### config.mk
export PLATFORM = sky130hd
export DESIGN_NAME = fir_mac_seq_flat
export DESIGN_NICKNAME = d
export VERILOG_FILES = /design/src/rtl/fir_mac_seq_pkg.sv /design/src/rtl/fir_mac_seq_if.sv /design/src/rtl/fir_mac_seq_coef_rf.sv /design/src/rtl/fir_mac_seq.sv /design/src/flat_wrapper.sv
export SDC_FILE = /design/constraint.sdc
export NUM_CORES = 2
export LEC_CHECK = 0
export CAP_MARGIN = 20
export CELL_PAD_IN_SITES_DETAIL_PLACEMENT = 1
export CELL_PAD_IN_SITES_GLOBAL_PLACEMENT = 1
export CORE_MARGIN = 2
export CORE_UTILIZATION = 45
export DETAILED_ROUTE_END_ITERATION = 6
export PLACE_DENSITY_LB_ADDON = 0.1
export SLEW_MARGIN = 20
export SYNTH_ARGS = -nofsm -noshare
export SYNTH_HDL_FRONTEND = slang
export SYNTH_SLANG_ARGS = --single-unit
### constraint.sdc
create_clock -name iClk12M -period 22.2 [get_ports iClk12M]
set_clock_uncertainty 0.05 [all_clocks]
set_input_delay 2.22 -clock iClk12M [delete_from_list [all_inputs] [get_ports iClk12M]]
set_output_delay 2.22 -clock iClk12M [all_outputs]
set_load 0.02 [all_outputs]
### src/rtl/fir_mac_seq_pkg.sv
// Shared FIR package (fir_pkg): FSM state encoding, default datapath sizes
// and the accumulator-width helper used by every FIR block.
package fir_pkg;

  typedef enum logic [1:0] {
    IDLE = 2'd0,
    ACC  = 2'd1,
    DONE = 2'd2
  } fir_state_e;

  localparam int FIR_WIDTH  = 3;
  localparam int FIR_DEPTH  = 40;
  localparam int FIR_CWIDTH = 16;
  localparam int FIR_OWIDTH = 16;

  // Sized so a full-scale sum over all taps can never overflow.
  function automatic int firAccWidth(input int w, input int cw, input int depth);
    return w + cw + $clog2(depth);
  endfunction

endpackage

### src/rtl/fir_mac_seq_if.sv
// Control/data bundle between the sample FSM (master) and fir_mac_seq (slave).
interface fir_mac_seq_if
  import fir_pkg::*;
#(
  parameter int WIDTH  = FIR_WIDTH,
  parameter int DEPTH  = FIR_DEPTH,
  parameter int CWIDTH = FIR_CWIDTH,
  parameter int OWIDTH = FIR_OWIDTH
) ();

  localparam int AW = (DEPTH > 1) ? $clog2(DEPTH) : 1;

  logic                    iEnMac;
  logic [WIDTH*DEPTH-1:0]  iTaps;
  logic                    iCoefWr;
  logic [AW-1:0]           iCoefAddr;
  logic [CWIDTH-1:0]       iCoefData;
  logic                    oBusy;
  logic                    oValid;
  logic [OWIDTH-1:0]       oFirOut;

  modport master (
    output iEnMac, iTaps, iCoefWr, iCoefAddr, iCoefData,
    input  oBusy, oValid, oFirOut
  );

  modport slave (
    input  iEnMac, iTaps, iCoefWr, iCoefAddr, iCoefData,
    output oBusy, oValid, oFirOut
  );

endinterface

### src/rtl/fir_mac_seq_coef_rf.sv
// fir_coef_rf: coefficient register file; writes land only while idle and
// only for in-range addresses.
module fir_coef_rf
  import fir_pkg::*;
#(
  parameter int DEPTH  = FIR_DEPTH,
  parameter int CWIDTH = FIR_CWIDTH,
  parameter int AW     = $clog2(FIR_DEPTH)
) (
  input  logic                    iClk12M,
  input  logic                    iRsn,
  input  logic                    wrEn_i,
  input  logic                    busy_i,
  input  logic [AW-1:0]           addr_i,
  input  logic [CWIDTH-1:0]       data_i,
  output logic [DEPTH*CWIDTH-1:0] coefFlat_o
);

  localparam logic [AW:0] DEPTH_C = DEPTH[AW:0];

  logic [CWIDTH-1:0] coef_q [DEPTH];
  logic              wrOk;

  assign wrOk = wrEn_i && !busy_i && ({1'b0, addr_i} < DEPTH_C);

  always_ff @(posedge iClk12M or negedge iRsn) begin
    if (!iRsn) begin
      coef_q <= '{default: '0};
    end else if (wrOk) begin
      coef_q[addr_i] <= data_i;
    end
  end

  for (genvar i = 0; i < DEPTH; i++) begin : gFlat
    assign coefFlat_o[i*CWIDTH +: CWIDTH] = coef_q[i];
  end

endmodule

### src/rtl/fir_mac_seq.sv
// fir_mac_seq: time-multiplexed FIR MAC, LANES products per cycle.
// Define FIR_MAC_SAT_EN to saturate the output instead of wrapping it.
module fir_mac_seq
  import fir_pkg::*;
#(
  parameter int WIDTH  = FIR_WIDTH,
  parameter int DEPTH  = FIR_DEPTH,
  parameter int CWIDTH = FIR_CWIDTH,
  parameter int LANES  = 4,
  parameter int OWIDTH = FIR_OWIDTH,
  parameter int SHIFT  = 0
) (
  input  logic          iClk12M,
  input  logic          iRsn,
  fir_mac_seq_if.slave  bus
);

  localparam int AW     = (DEPTH > 1) ? $clog2(DEPTH) : 1;
  localparam int GROUPS = DEPTH / LANES;
  localparam int CNTW   = (GROUPS > 1) ? $clog2(GROUPS) : 1;
  localparam int ACCW   = firAccWidth(WIDTH, CWIDTH, DEPTH);
  localparam int PW     = WIDTH + CWIDTH;
  localparam int SATLO  = (OWIDTH < ACCW) ? OWIDTH - 1 : ACCW - 1;
  localparam logic [CNTW-1:0] CNT_LAST = CNTW'(GROUPS - 1);

  fir_state_e               state_q;
  logic [CNTW-1:0]          cnt_q;
  logic signed [ACCW-1:0]   acc_q;
  logic [WIDTH*DEPTH-1:0]   snap_q;
  logic                     busy_q;
  logic                     valid_q;
  logic [OWIDTH-1:0]        firOut_q;
  logic [OWIDTH-1:0]        firOut_d;

  logic [DEPTH*CWIDTH-1:0]  coefFlat;
  logic [LANES*WIDTH-1:0]   tapGrp  [GROUPS];
  logic [LANES*CWIDTH-1:0]  coefGrp [GROUPS];
  logic signed [PW-1:0]     prodArr [LANES];
  logic signed [ACCW-1:0]   groupSum;
  logic signed [ACCW-1:0]   accShift;
  logic                     start;

  fir_coef_rf #(
    .DEPTH (DEPTH),
    .CWIDTH(CWIDTH),
    .AW    (AW)
  ) uCoefRf (
    .iClk12M   (iClk12M),
    .iRsn      (iRsn),
    .wrEn_i    (bus.iCoefWr),
    .busy_i    (busy_q),
    .addr_i    (bus.iCoefAddr),
    .data_i    (bus.iCoefData),
    .coefFlat_o(coefFlat)
  );

  for (genvar g = 0; g < GROUPS; g++) begin : gGrp
    assign tapGrp[g]  = snap_q[g*LANES*WIDTH +: LANES*WIDTH];
    assign coefGrp[g] = coefFlat[g*LANES*CWIDTH +: LANES*CWIDTH];
  end

  for (genvar l = 0; l < LANES; l++) begin : gLane
    logic signed [WIDTH-1:0]  tapS;
    logic signed [CWIDTH-1:0] coefS;
    assign tapS       = tapGrp[cnt_q][l*WIDTH +: WIDTH];
    assign coefS      = coefGrp[cnt_q][l*CWIDTH +: CWIDTH];
    assign prodArr[l] = PW'(tapS) * PW'(coefS);
  end

  always_comb begin
    groupSum = '0;
    for (int l = 0; l < LANES; l++) begin
      groupSum = groupSum + ACCW'(prodArr[l]);
    end
  end

  assign accShift = acc_q >>> SHIFT;

  // Out of range means the bits above the output sign bit disagree with it.
  always_comb begin
    firOut_d = OWIDTH'(accShift);
`ifdef FIR_MAC_SAT_EN
    if (OWIDTH < ACCW) begin
      if (accShift[ACCW-1] && !(&accShift[ACCW-1:SATLO])) begin
        firOut_d = {1'b1, {(OWIDTH-1){1'b0}}};
      end else if (!accShift[ACCW-1] && (|accShift[ACCW-1:SATLO])) begin
        firOut_d = {1'b0, {(OWIDTH-1){1'b1}}};
      end
    end
`endif
  end

  assign start = bus.iEnMac && !busy_q;

  // busy_q stays high through the IDLE cycle after DONE, which blocks a
  // restart until the strobe has retired.
  always_ff @(posedge iClk12M or negedge iRsn) begin
    if (!iRsn) begin
      state_q  <= IDLE;
      cnt_q    <= '0;
      acc_q    <= '0;
      snap_q   <= '0;
      busy_q   <= 1'b0;
      valid_q  <= 1'b0;
      firOut_q <= '0;
    end else begin
      valid_q <= 1'b0;
      unique case (state_q)
        IDLE: begin
          busy_q <= 1'b0;
          if (start) begin
            snap_q  <= bus.iTaps;
            acc_q   <= '0;
            cnt_q   <= '0;
            busy_q  <= 1'b1;
            state_q <= ACC;
          end
        end
        ACC: begin
          acc_q <= acc_q + groupSum;
          if (cnt_q == CNT_LAST) begin
            state_q <= DONE;
          end else begin
            cnt_q <= cnt_q + 1'b1;
          end
        end
        DONE: begin
          firOut_q <= firOut_d;
          valid_q  <= 1'b1;
          state_q  <= IDLE;
        end
        default: state_q <= IDLE;
      endcase
    end
  end

  assign bus.oBusy   = busy_q;
  assign bus.oValid  = valid_q;
  assign bus.oFirOut = firOut_q;

endmodule

### src/flat_wrapper.sv
// flat-port wrapper written by rule: the top's interface ports become plain ports
module fir_mac_seq_flat import fir_pkg::*;
#(
  parameter int WIDTH  = FIR_WIDTH,
  parameter int DEPTH  = FIR_DEPTH,
  parameter int CWIDTH = FIR_CWIDTH,
  parameter int LANES  = 4,
  parameter int OWIDTH = FIR_OWIDTH,
  parameter int SHIFT  = 0
)
  (iClk12M, iRsn, bus_iEnMac, bus_iTaps, bus_iCoefWr, bus_iCoefAddr, bus_iCoefData, bus_oBusy, bus_oValid, bus_oFirOut);
  fir_mac_seq_if #(.WIDTH(WIDTH), .DEPTH(DEPTH), .CWIDTH(CWIDTH), .OWIDTH(OWIDTH)) bus_i ();
  input  logic iClk12M;
  input  logic iRsn;
  input wire logic [$bits(bus_i.iEnMac)-1:0] bus_iEnMac;
  input wire logic [$bits(bus_i.iTaps)-1:0] bus_iTaps;
  input wire logic [$bits(bus_i.iCoefWr)-1:0] bus_iCoefWr;
  input wire logic [$bits(bus_i.iCoefAddr)-1:0] bus_iCoefAddr;
  input wire logic [$bits(bus_i.iCoefData)-1:0] bus_iCoefData;
  output wire logic [$bits(bus_i.oBusy)-1:0] bus_oBusy;
  output wire logic [$bits(bus_i.oValid)-1:0] bus_oValid;
  output wire logic [$bits(bus_i.oFirOut)-1:0] bus_oFirOut;
  assign bus_i.iEnMac = bus_iEnMac;
  assign bus_i.iTaps = bus_iTaps;
  assign bus_i.iCoefWr = bus_iCoefWr;
  assign bus_i.iCoefAddr = bus_iCoefAddr;
  assign bus_i.iCoefData = bus_iCoefData;
  assign bus_oBusy = bus_i.oBusy;
  assign bus_oValid = bus_i.oValid;
  assign bus_oFirOut = bus_i.oFirOut;
  fir_mac_seq #(.WIDTH(WIDTH), .DEPTH(DEPTH), .CWIDTH(CWIDTH), .LANES(LANES), .OWIDTH(OWIDTH), .SHIFT(SHIFT)) u_core (.iClk12M(iClk12M), .iRsn(iRsn), .bus(bus_i));
endmodule
== Word level (Yosys, flattened, before mapping) ==
Index checks and enable logic that the tools add are counted.
Cells by class
  add/sub/neg operators: 5
  muxes and demuxes: 19
  order comparisons: 4
  $mul: 4
  eq/ne operators: 6
  bitwise logic cells: 2
  reductions and logical operators: 11
Operator list (count)
  bitwise mux 640 bit: 1
  binary-select mux 64 bit (select 4 bit): 1
  two-way mux 64 bit: 2
  demux 16 bit (select 6 bit): 1
  multiplier 3 x 16 -> 19 bit: 4
  case mux 25 bit (2 select lines): 1
  binary-select mux 12 bit (select 4 bit): 1
  adder 25 x 19 -> 25 bit: 1
  adder 25 bit: 1
  two-way mux 25 bit: 1
  two-way mux 12 bit: 2
  adder 20 x 19 -> 21 bit: 1
  adder 19 x 19 -> 20 bit: 1
  two-way mux 16 bit: 1
  two-way mux 4 bit: 2
  case mux 4 bit (2 select lines): 1
  >= comparator 7 bit, second input constant: 1
  < comparator 7 x 1 -> 1 bit, second input constant: 1
  inverter 6 -> 7 bit: 1
  < comparator 6 bit, second input constant: 1
  AND reduction 2 bit: 3
  >= comparator 5 bit, second input constant: 1
  inverter 4 -> 5 bit: 1
  adder 4 x 1 -> 4 bit, second input constant: 1
  13 further kinds: 19
Word-level totals
  logic and storage cells: 98
  register bits after elaboration: 809
  output and inout bits: 18

== Logic depth before layout (Yosys ltp) ==
  word-level depth: 10
  gate-level depth with buffers: 43

== Modules after synthesis ==
Synthesis repeated with hierarchy kept, for this count alone.
Second synthesis, totals
  cell total of the unflattened synthesis: 3227
  area, all modules: 41723.8 um^2
By module, submodules not included
  fir_coef_rf: area an instance 24136.9 um^2, cells an instance 1457, seq. area each 16015.4 um^2, times used 1
  fir_mac_seq: area an instance 17586.9 um^2, cells an instance 1770, seq. area each 4003.8 um^2, times used 1

== Least setup slack after synthesis ==
Ideal clock, no wire load.
  path type: register to register
  start: register u_core.cnt_q[0]
  end: register u_core.acc_q[15], in the netlist u_core.accShift[15]
  arrival time: 8976 ps
  path slack: 13044 ps
  data required time: 22020 ps
  stages on the path, launching flop included: 39
  library setup time: 130 ps
  period minus slack after synthesis: 9156 ps
  path through: dfrtp_1 > buf_6 > buf_6 > buf_6 > buf_6 > buf_2 > buf_2 > buf_2 > mux4_2 > a2bb2oi_1 > nor2_1 > fa_1 > fa_1 > fa_1 > fa_1 > ha_1 > ha_1 > a21o_1 > [3 not listed] > o21a_1 > o21ai_0 > a31o_2 > a21oi_1 > xnor2_1 > fa_1 > inv_1 > fa_1 > xnor2_1 > xnor2_1 > xnor2_1 > xnor2_1 > xnor2_1 > xnor2_1 > xnor2_1 > xnor2_1 > xnor2_1 > o21ai_1
On the way
  longest elaborated chain between the ends: 10
  elaborated cells on any way between the ends: 16
  those cells by class: 4 x add/sub; 4 x mul; 7 x mux; 1 x bitwise
RTL lines
  from (decl): line fir_mac_seq.sv:27  | logic [CNTW-1:0] cnt_q;
  from (signal assigned): line fir_mac_seq.sv:124  | cnt_q <= cnt_q + 1'b1;
  inverter 4 -> 5 bit (not written as such) (*): line fir_mac_seq.sv:65, fir_mac_seq.sv:66
  binary-select mux 12 bit (select 4 bit) / binary-select mux 64 bit (select 4 bit) (equally long branches): line fir_mac_seq.sv:65, fir_mac_seq.sv:66
  two-way mux 12 bit (not written as such) / two-way mux 64 bit (equally long branches) (2 in series): line fir_mac_seq.sv:65, fir_mac_seq.sv:66
  multiplier 3 x 16 -> 19 bit: line fir_mac_seq.sv:67  | assign prodArr[l] = PW'(tapS) * PW'(coefS);
  adder 19 x 19 -> 20 bit: line fir_mac_seq.sv:73  | groupSum = groupSum + ACCW'(prodArr[l]);
  adder 20 x 19 -> 21 bit: line fir_mac_seq.sv:73
  adder 25 x 19 -> 25 bit (*): line fir_mac_seq.sv:73
  adder 25 bit (*): line fir_mac_seq.sv:120  | acc_q <= acc_q + groupSum;
  case mux 25 bit (2 select lines) (*): line fir_mac_seq.sv:108  | unique case (state_q)
  to (signal assigned): line fir_mac_seq.sv:120
  to (decl): line fir_mac_seq.sv:28  | logic signed [ACCW-1:0] acc_q;
Mark *: on every way between the ends. The rest lies on a longest branch, timed or not. The select of a mux whose other input is x is not followed.
A chain may end at the register's enable or synchronous reset.

== Worst setup path after layout ==
  start: register u_core.cnt_q[0]
  end: register u_core.acc_q[14], in the netlist u_core.accShift[14]
The elaborated chain is that of the path after synthesis.

==> summary.md <==
| Metric | Value |
|---|---|
| Result of the run | completed |
| Synth warn | 0 |
| Proportion of synthesized chip area in sequential cells | 47.9% |
| Number of hold buffers added after CTS | 0 |
| Pins over their slew limit | 0 |
| Starting density of the core | 45.5% |
| Max-cap check violation count | 0 |
| Routed length per instance | between 20 and 30 um |
| Later-pin clock latency in the skew report | 0.68 ns |
| Top library cells by usage in the layout, fill and taps aside | dfrtp_1 (797), mux2_2 (649), nand2_1 (519) |
| Commonest non-fill, non-tap cell in the layout | dfrtp_1 |
| Number of buffers added on ports | 163 |
| Count of flip-flops with a built-in enable after synthesis | 0 |
| Type of destination of the critical path | flop |
| Detailed placement HPWL | 82.0 mm |
| Transition time at the pin with the least slew margin | 1.15 ns |
| Post-synth design cell area | approximately 42,000 um2 |
| Post-synthesis to final-layout area growth | 13.9% |
| Vias/cell | 5.65 |
| Setup violators final | 0 |
| Cell at the slowest stage of the critical path | dfrtp_4 |
| Peak clock frequency supported by timing | around 93 MHz |
| Maximum fanout count along the critical path | between 100 and 150 |
| Max-slew headroom at the worst pin | 22.2% |
| Maximum number of pins on one net before global-route repair | between 150 and 200 |
| Crit path arrival time | 11.25 ns |
| Vias in the first global route | between 30,000 and 40,000 |
| Initial antenna violation count | 5 |
| Category of the most critical setup path | flop to flop |
| Post-cts repair resize count | 0 |
| TritonCTS clock tree | built |
| Post-synthesis register bit count | 800 |
| Critical Path RT | 22.66 ns |
| GRT overflow | 0 |
| Clock transition at the registers of the reported paths | 0.06 ns |
| H-tree level count | 3 |
| Floorplan row count | 111 |
| Die Area | 95,300 um2 |
| Library cell appearing most often on the critical path | fa_1 |
| Worst min-delay path class | flop to flop |
| Flip-flop cell with the highest count after synthesis | dfrtp_1 |
| Max stage delay on crit path | roughly 0.81 ns |
| Post-route minimum period | 10.79 ns |
| Clock sink count | 800 |
| Number of iterations in the first detailed-routing pass | 5 |
| Global-route wire length before repair | 190 mm |
| Post-CTS setup repair buffer count | 0 |
| Setup repair after global routing missed its margin | false |
| Synthesized instance count | 3,375 |
| DRC | 0 |
| I/O pin count | about 160 |
| Height of the die | 309 um |
| Drt first-iter violations | 1,382 |
| Final weighted congestion of routability-driven global placement | between 0.8 and 0.9 |
| Fraction of the cycle the final worst path needs | between 40% and 50% |
| Hold violation count in the final report | 0 |
| Total global routing track utilization | a little over a quarter |
| Unique masters post-synth | 60 |
| Die span in x | between 300 and 400 um |
| Accumulated negative setup slack | 0 ns |
| Share of cells above drive strength 1 | 28.6% |
| Number of buffers between clock root and the deepest sink | 3 |
| DRT antenna net count | 0 |
| Area of the core | 91,800 um2 |
| Post-layout net count | 3,779 |
| Post-synthesis average cell area | between 10 and 15 um2 |
| Library cell used as clock root buffer | clkbuf_16 |
| Num CTS Buffers | 91 |
| Number of vias after detailed routing | 26,900 |
| Kind of start point of the critical path | flop |
| FFs w/ async S/R, synth | 100% |
| Synthesized Nets | 3,710 |
| Wire length reported by the detailed router | 125 mm |
[layer usage]
| metal | GRT usage [%] | up-vias | wire [um] |
|---|---|---|---|
| met5 | 0 | - | 13 |
| met1 | 36.1 | 14500 | 55400 |
| met3 | 4.36 | 197 | 5240 |
| met4 | 9.31 | 2 | 4500 |
| met2 | 44.3 | 505 | 59700 |
| li1 | - | 11700 | - |
[synthesized netlist by cell type (4+ instances only)]
| library cell | count | area [um2] |
|---|---|---|
| nor3_1 | 7 | 35.0 |
| clkbuf_1 | 189 | 709 |
| fa_1 | 137 | 2740 |
| nor2_1 | 132 | 495 |
| nor2b_1 | 31 | 194 |
| xor2_1 | 9 | 78.8 |
| a21oi_1 | 67 | 335 |
| o22ai_1 | 21 | 131 |
| o31ai_1 | 11 | 82.6 |
| buf_1 | 10 | 37.5 |
| a21o_1 | 12 | 90.1 |
| nand2_1 | 519 | 1950 |
| xnor2_1 | 42 | 368 |
| mux2i_1 | 154 | 1540 |
| or2_2 | 9 | 56.3 |
| and3_1 | 5 | 31.3 |
| a22oi_1 | 4 | 30.0 |
| buf_4 | 4 | 30.0 |
| o21ai_0 | 71 | 355 |
| and2_1 | 9 | 56.3 |
| mux4_2 | 110 | 2480 |
| nor4_1 | 4 | 25.0 |
| a31oi_1 | 5 | 31.3 |
| nand2b_1 | 37 | 231 |
| mux2_2 | 649 | 7310 |
| nand3_1 | 24 | 120 |
| a2bb2oi_1 | 21 | 184 |
| ha_1 | 52 | 651 |
| o221ai_1 | 21 | 184 |
| inv_1 | 120 | 450 |
| o31a_1 | 6 | 52.6 |
| o21a_1 | 8 | 60.1 |
| buf_6 | 9 | 101 |
| dfrtp_1 | 800 | 20000 |
| buf_2 | 29 | 145 |
[registers in the layout, indices dropped and copies added (netlist names)]
register                   cells
u_core.uCoefRf.coefFlat_o    640
u_core.bus.oFirOut            16
u_core.bus.oValid              1
u_core.cnt_q                   4
u_core.snap_q                120
u_core.accShift               16
u_core.state_q                 2
u_core.bus.oBusy               1
[per-stage QoR]
stage                     instances  cell area [um2]  utilization, %  hold slack [ns]  setup WS, ns
after global routing           4756            47600            51.8            0.449         10.90
final                          4758            47600            51.8            0.425         11.41
after floorplan                3375            41800               -            0.387         13.04
after global placement         4594            44400            48.4            0.404         11.58
after detailed placement       4594            44400            48.4            0.413         11.38
after CTS                      4756            47600            51.8            0.427         11.37
[cell type report]
| type | count | area [um2] |
|---|---|---|
| fill | 9231 | 44200 |
| multi-input combinational | 2207 | 20300 |
| sequential | 800 | 20000 |
| clock buffer | 131 | 2690 |
| timing repair buffer | 223 | 2130 |
| tap | 1243 | 1560 |
| clock inverter | 31 | 454 |
| inverter | 121 | 454 |
| antenna | 2 | 5.00 |
[cells by family (layout without fill, tap and decap cells)]
logic type | Yosys count | count (layout) | synth area share (%)
AO/OA/AOI/OAI | 263 | 263 | 4.03
XOR/XNOR | 52 | 52 | 1.11
adder cells (fa/ha/maj) | 189 | 189 | 8.12
buffers and inverters | 368 | 506 | 3.76
flip-flops | 800 | 800 | 47.9
multiplexers | 914 | 914 | 27.2
other | 0 | 2 | 0
AND/OR/NAND/NOR | 789 | 789 | 7.88
[critical path: cells and delay by family (launching register included)]
kind                       cells  cell delay, ns
AOI/OAI and AO/OA             13            2.43
xor gates and xnor gates       2            0.48
adders and majority gates      9            4.04
buffers and inverters          3            1.34
DFF                            1            0.81
muxes                          1            0.61
and+or+nand+nor                3            0.62
[path summary, 6_finish.rpt]
kind	cells past startpoint	slack [ns]	startpoint	endpoint
max	31	11.41	u_core.cnt_q[0]	u_core.accShift[14]
max reg2reg	31	11.41	u_core.cnt_q[0]	u_core.accShift[14]
min in group asynchronous	1	1.57	iRsn	u_core.snap_q[31]
min	2	0.43	u_core.snap_q[112]	u_core.snap_q[112]
min reg2reg	2	0.43	u_core.snap_q[112]	u_core.snap_q[112]
max in group asynchronous	4	17.40	iRsn	u_core.uCoefRf.coefFlat_o[87]
Power is left out: the tool's default activity adds up to more than one toggle a clock period on the data nets, which glitch-free logic cannot reach.
